### src/rtl/rle_packer.sv
// Run-length packer: coalesces repeated 16-bit values into {value, count} FIFO words.
// Optional idle auto-flush is compiled in when RLE_TIMEOUT_EN is defined.
module rle_packer #(
  parameter int MAX_RUN        = 65535,
  parameter int TIMEOUT_CYCLES = 256
) (
  input  logic        clk,
  input  logic        reset,
  input  logic        in_valid,
  input  logic [15:0] in_data,
  output logic        in_ready,
  input  logic        flush,
  input  logic        full,
  output logic        enqueue,
  output logic [31:0] data_out,
  output logic        busy
);

  localparam logic [15:0] MAX_CNT = 16'(MAX_RUN);

  logic [15:0] run_val;
  logic [15:0] run_cnt;
  logic        have_run;
  logic        pend;
  logic [31:0] pend_word;
  logic        flush_req;

  logic accept;
  logic slot_free;
  logic extend;
  logic flush_go;
  logic load;
  logic timeout_hit;

  assign slot_free = !pend || !full;
  assign enqueue   = pend && !full;
  assign data_out  = pend_word;
  assign in_ready  = !flush_req && !(pend && full);
  assign busy      = have_run || pend || flush_req;
  assign accept    = in_valid && in_ready;

  // A beat extends the open run only while it matches and the count has headroom.
  assign extend   = have_run && (in_data == run_val) && (run_cnt < MAX_CNT);
  assign flush_go = flush_req && slot_free;
  // accept and flush_go are mutually exclusive, so both close paths load the same word.
  assign load     = have_run && ((accept && !extend) || flush_go);

`ifdef RLE_TIMEOUT_EN
  logic [15:0] idle_cnt;

  assign timeout_hit = have_run && !flush_req && (idle_cnt == 16'(TIMEOUT_CYCLES));

  always_ff @(posedge clk) begin
    if (reset) begin
      idle_cnt <= 16'd0;
    end else if (accept || flush_req || timeout_hit) begin
      idle_cnt <= 16'd0;
    end else if (have_run) begin
      idle_cnt <= idle_cnt + 16'd1;
    end
  end
`else
  assign timeout_hit = 1'b0;
`endif

  always_ff @(posedge clk) begin
    if (reset) begin
      have_run  <= 1'b0;
      run_cnt   <= 16'd0;
      pend      <= 1'b0;
      pend_word <= 32'd0;
      flush_req <= 1'b0;
    end else begin
      if (load) begin
        pend      <= 1'b1;
        pend_word <= {run_val, run_cnt};
      end else if (enqueue) begin
        pend      <= 1'b0;
        pend_word <= 32'd0;
      end

      if (accept) begin
        have_run <= 1'b1;
        if (extend) begin
          run_cnt <= run_cnt + 16'd1;
        end else begin
          run_val <= in_data;
          run_cnt <= 16'd1;
        end
      end else if (flush_go) begin
        have_run <= 1'b0;
      end

      // A new request arriving on the clearing edge re-arms flush_req.
      if (flush || timeout_hit) begin
        flush_req <= 1'b1;
      end else if (flush_go) begin
        flush_req <= 1'b0;
      end
    end
  end

endmodule

### config.mk
export PLATFORM = sky130hd
export DESIGN_NAME = rle_packer
export DESIGN_NICKNAME = d
export VERILOG_FILES = /design/src/rtl/rle_packer.sv
export SDC_FILE = /design/constraint.sdc
export NUM_CORES = 1
export LEC_CHECK = 0
export ABC_AREA = 1
export CORE_UTILIZATION = 47
export DETAILED_ROUTE_END_ITERATION = 6
export PLACE_DENSITY = 0.81
export SYNTH_ARGS = -nofsm -noshare
export SYNTH_HDL_FRONTEND = slang
export SYNTH_SLANG_ARGS = --single-unit
### constraint.sdc
create_clock -name clk -period 2.3 [get_ports clk]
set_clock_uncertainty 0.05 [all_clocks]
set_input_delay 0.575 -clock clk [delete_from_list [all_inputs] [get_ports clk]]
set_output_delay 0.575 -clock clk [all_outputs]
set_load 0.005 [all_outputs]
Word-level counts from Yosys, hierarchy flattened
Index checks and enable logic that the tools add are counted.
{"block": "word_totals", "register_bits": 67, "in_bits": 21, "out_inout_bits": 35, "word_cells": 41}
{"block": "classes", "addsub": 1, "magnitude_cmp": 1, "eq_ne": 1, "muxes": 8, "bitwise": 2, "reduce_logical": 22}
{"cell": "2-to-1 mux 32 bit", "n": 2}
{"cell": "adder 16 x 1 -> 16 bit, second input constant", "n": 1}
{"cell": "== test 16 bit", "n": 1}
{"cell": "< comparator 16 bit, second input constant", "n": 1}
{"cell": "2-to-1 mux 16 bit", "n": 1}
{"cell": "logical AND 1 bit", "n": 9}
{"cell": "nonzero test 2 bit", "n": 3}
{"cell": "zero test 1 bit", "n": 5}
{"cell": "2-to-1 mux 1 bit", "n": 5}
{"cell": "logical OR 1 bit", "n": 4}
{"cell": "AND reduction 3 bit", "n": 1}
{"cell": "inverter 1 bit", "n": 2}

Logic depth before layout (Yosys ltp)
Gate-level depths: netlist of run 1.
{"block": "logic_depth", "ltp_word": 8, "mapped_depth": 13}

Least setup slack after synthesis of run 1
Ideal clock, no wire load.
{"block": "synth_path", "path_type": "input port to flip-flop", "start": "in in_data[8]", "end": "reg run_val[0], enable pin", "setup_ns": 0.388, "arrival_time_ns": 1.827, "t_required_ns": 1.862, "slack_ns": 0.035, "cell_stages": 7, "path_buffers": 0, "path_cell_list": "inv_1 or2_2 nand3_1 nor2_1 nand3_2 nand2_2 nor2_1"}
{"block": "synth_between", "elab_chain_len": 5}
{"element": "start, declared", "line": "10", "rtl": "input logic [15:0] in_data,"}
{"element": "== test 16 bit", "line": "43", "rtl": "assign extend = have_run && (in_data == run_val) && (run_cnt < MAX_CNT);"}
{"element": "logical AND 1 bit (2 in series)", "line": "43"}
{"element": "inverter 1 bit (no line)"}
{"element": "AND reduction 3 bit (no line)"}
{"element": "end signal, assigned", "line": "87", "rtl": "run_val <= in_data;"}
{"element": "end, declared", "line": "21", "rtl": "logic [15:0] run_val;"}
Every way passes these cells.
A chain may end at the register's enable or synchronous reset.

Final worst setup path of run 1
{"block": "layout_path", "start": "in full", "end": "out in_ready"}
{"block": "layout_between", "elab_chain_len": 3}
{"element": "start, declared", "line": "13", "rtl": "input logic full,"}
{"element": "logical AND 1 bit", "line": "38", "rtl": "assign in_ready = !flush_req && !(pend && full);"}
{"element": "zero test 1 bit", "line": "38"}
{"element": "logical AND 1 bit", "line": "38"}
{"element": "end, declared", "line": "11", "rtl": "output logic in_ready,"}
Every way passes these cells.

==> flow_summary_export.csv, run 1 <==
group,metric,value,unit
run_status,status,"complete, no violations",
global_routing,global_route.usage.met3,0.0422,
setup_path,worst-r2r-setup-slack,0.43,ns
floorplan,initial_utilization,0.497,
global_routing,grt_busiest_layer,"met2",
global_routing,overflow,0,
placement,io_buffer_count,55,
synthesis,distinct_cell_type_count_of_the_synthesized_netlist,35,
drt,post-route-drc-count,0,
cts,htree_levels,3,
setup_path,worst_reg2reg_path_endpoint,"run_val[6]$_DFFE_PP_",
placement,placed_cells_incl_taps,506,
synthesis,syn-instance-count,370,
layout,layout-drive-gt1-share,0.141,
layout,layout_common_cells,"sky130_fd_sc_hd__nand2_1 (67), sky130_fd_sc_hd__nand3_1 (67), sky130_fd_sc_hd__clkdlybuf4s50_1 (54)",
hold_path,timing.hold.worst.start,"data_out[20]$_SDFFE_PP0P_",
synthesis,postSynthRegisterBits,67,
timing,final.period_utilization,0.955,
drt,routed_via_density,5.12,
setup_path,worstReg2RegStart,"run_cnt[1]$_SDFFE_PP0P_",
cts,clock_tree.root_cell,"sky130_fd_sc_hd__clkbuf_8",
job,max_cap_viol_count,0,
floorplan,die_w,82.0,µm
floorplan,placement_rows,28,
hold_path,hold-path-cell-count,2,
synthesis,yosysSeqAreaShare,0.499,
floorplan,die_area,0.00673,mm²
drt,drt_wl_total,7030,µm
hold_path,hold_path.class,"flip-flop to flip-flop",
setup_path,crit_path_cell_trace,"dlygate4sd2_1, a21oi_1, clkdlybuf4s50_1",
floorplan,placeable_core_area,0.00606,mm²
global_routing,grtUsageTotal,0.233,
floorplan,io-pin-count,56,
global_routing,groute.layer.met2.usage,0.361,
layout,final_cell_area,0.00403,mm²
global_routing,grt_antenna_before_repair,0,
cts,clock_path_buffers,2,
setup_path,setup.worst_path.start_class,"input pin",
synthesis,synthesis.area_per_instance,8.14,µm²
layout,final_core_utilization,0.664,
global_routing,first_pass_grt_wire_length,11700,µm
power_and_ir_drop,worst_ir_drop_vdd,475,µV
drt,drt_first_iter_violations,170,
setup_path,timing.critical_path.fanout_max,3,
timing,setup-violations-final,0,
drt,num_vias,2675,
layout,antenna_cells_inserted,0,
timing,max_slew.worst_pin.slew,0.376,ns
global_routing,via_count_of_the_first_global_routing_pass,2612,
setup_path,crit_arrival,1.57,ns
setup_path,required,1.67,ns
layout,flow.area_growth_from_synthesis,33.7,%
layout,multiInputGateArea,0.00122,mm²
drt,avgRoutedWirePerCell,13.5,µm
cts,cts.clk_slew.worst_paths,0.07,ns
setup_path,worstSetupStartpoint,"full",
cts,cts-buffers-inserted,9,
synthesis,syn_nets,392,
global_routing,pin_count_of_the_biggest_net_entering_global_routing,33,
global_routing,grt.met1_usage,0.301,
setup_path,setup.worst_path.class,"input pin to primary output",
cts,cts_setup_buffers,0,
setup_path,rr_worst_depth,10,
placement,globalplace.congestion,0.821,
layout,design.final.nets,464,
layout,seq_area,0.00150,mm²
layout,fillers,477,
floorplan,dieHeight,82.0,µm
setup_path,cpMaxStageDelayCell,"sky130_fd_sc_hd__clkdlybuf4s50_1",
layout,final_std_cells_w_o_fill,522,
cts,insertion_delay,0.34,ns
cts,clock_sink_total,67,
timing,max_slew_margin,0.747,
setup_path,endpoint_kind,"primary output",
timing,hold_violations_final,0,
timing,final_critical_period,2.20,ns
power_and_ir_drop,power_density,668,mW/mm²
placement,post_dp_cell_area,0.00378,mm²
drt,drtAntennaViolNets,0,
setup_path,crit_path_max_incr_delay,0.52,ns
power_and_ir_drop,leakage,1.58,nW
synthesis,mappedNetlistArea,0.00301,mm²
setup_path,critical_path.endpoint,"in_ready",
cts,cts_tree,"yes",
synthesis,synth_warnings,0,
timing,setup_repair_after_global_routing_missed_its_margin,"false",
placement,post-dp-hpwl,4930,µm
power_and_ir_drop,finalPower,2.69,mW
timing,max_clock_freq,0.455,GHz
timing,slew_violations,0,
drt,drt_pass1_iterations,4,
==> layer usage <==
layer	vias up	part of all wire
li1	1357	-
met1	1197	0.45
met2	106	0.46
met3	15	0.065
met4	0	0.023
met5	-	0
==> sequential cells by signal, summed over array words and instances (netlist names) <==
| register | flops |
|---|---|
| flush_req | 1 |
| run_val | 16 |
| have_run | 1 |
| pend | 1 |
| data_out | 32 |
| run_cnt | 16 |
==> layout make-up <==
| cell class | count | share of cell area |
|---|---|---|
| flip-flops and latches | 67 | 0.373 |
| multi-input cells | 240 | 0.303 |
| repair buffers | 79 | 0.197 |
| clock buffers | 12 | 0.0494 |
| inverters | 45 | 0.0420 |
| well taps | 75 | 0.0233 |
| clock inverters | 4 | 0.0121 |
==> cells in the mapped netlist (all sizes together) <==
cell     n  area, µm²
nor4     1       6.26
xor2     2       17.5
nor3b    2       15.0
o21bai   2       18.8
nand4    1       6.26
or2      1       6.26
buf     15        110
a211oi   5       37.5
xnor2    4       35.0
a21oi   36        180
ha       1       12.5
edfxtp  16        480
nor3     4       31.3
dfxtp   51       1020
nand2   72        293
o21a     1       7.51
nor2    35        156
o21ai    1       5.00
inv     45        169
clkbuf   3       11.3
mux2i    1       10.0
nand3   70        373
a21o     1       7.51
==> critical path, delay by kind of cell <==
kind / cells / cell delay [ns]
compound gates: 1 / 0.19
buf+inv: 2 / 0.81
==> where the power goes <==
group          switching (mW)  leakage, nW  internal (mW)
Sequential             0.0246        0.561           1.24
Combinational           0.142        0.892          0.130
Clock                   0.459        0.124          0.697
==> repair_timing <==
| action | in CTS | in global routing |
|---|---|---|
| setup endpoints to repair | 2 | 1 |
| pin swaps | 0 | 0 |
| gates resized for setup | 2 | 1 |
| hold buffers | 0 | 0 |
==> how the worst min path moves through the flow <==
stage | endpoint | slack, ns
after floorplan | run_cnt[7]$_SDFFE_PP0P_ | 0.39
after global placement | run_cnt[7]$_SDFFE_PP0P_ | 0.41
after CTS | data_out[31]$_SDFFE_PP0P_ | 0.43
after detailed placement | data_out[20]$_SDFFE_PP0P_ | 0.42
after global routing | data_out[20]$_SDFFE_PP0P_ | 0.45
final | data_out[20]$_SDFFE_PP0P_ | 0.43
==> cells by family after synthesis <==
group           share of synthesized area
flops                               0.499
mux                               0.00333
fa+ha+maj                         0.00416
compound gates                     0.0852
simple gates                        0.295
buf+inv                            0.0964
xor+xnor                           0.0175
==> per-stage QoR <==
stage	setup slack, ns	hold slack, ns	TNS (ns)
after floorplan	0.0347	0.392	0
after global placement	-0.0669	0.412	-1.94
after detailed placement	-0.131	0.418	-4.75
after CTS	0.0437	0.428	0
after global routing	0.00583	0.446	0
final	0.104	0.428	0
No activity file was read; power rests on OpenSTA's default activity.
==> inputs of run 2 (changes only) <==
--- a/config.mk
+++ b/config.mk
@@ -9,6 +9,7 @@
 export CORE_UTILIZATION = 47
 export DETAILED_ROUTE_END_ITERATION = 6
 export PLACE_DENSITY = 0.81
+export SKIP_LAST_GASP = 1
 export SYNTH_ARGS = -nofsm -noshare
 export SYNTH_HDL_FRONTEND = slang
 export SYNTH_SLANG_ARGS = --single-unit
==> results of run 2 <==
Same layout as run 1: the final DEF is identical, and so are final timing and power.
==> inputs of run 3 (changes only) <==
--- a/config.mk
+++ b/config.mk
@@ -8,6 +8,7 @@
 export ABC_AREA = 1
 export CORE_UTILIZATION = 47
 export DETAILED_ROUTE_END_ITERATION = 6
+export GPL_TIMING_DRIVEN = 1
 export PLACE_DENSITY = 0.81
 export SKIP_LAST_GASP = 1
 export SYNTH_ARGS = -nofsm -noshare
==> results of run 3 <==
Same layout as run 1: the final DEF is identical, and so are final timing and power.
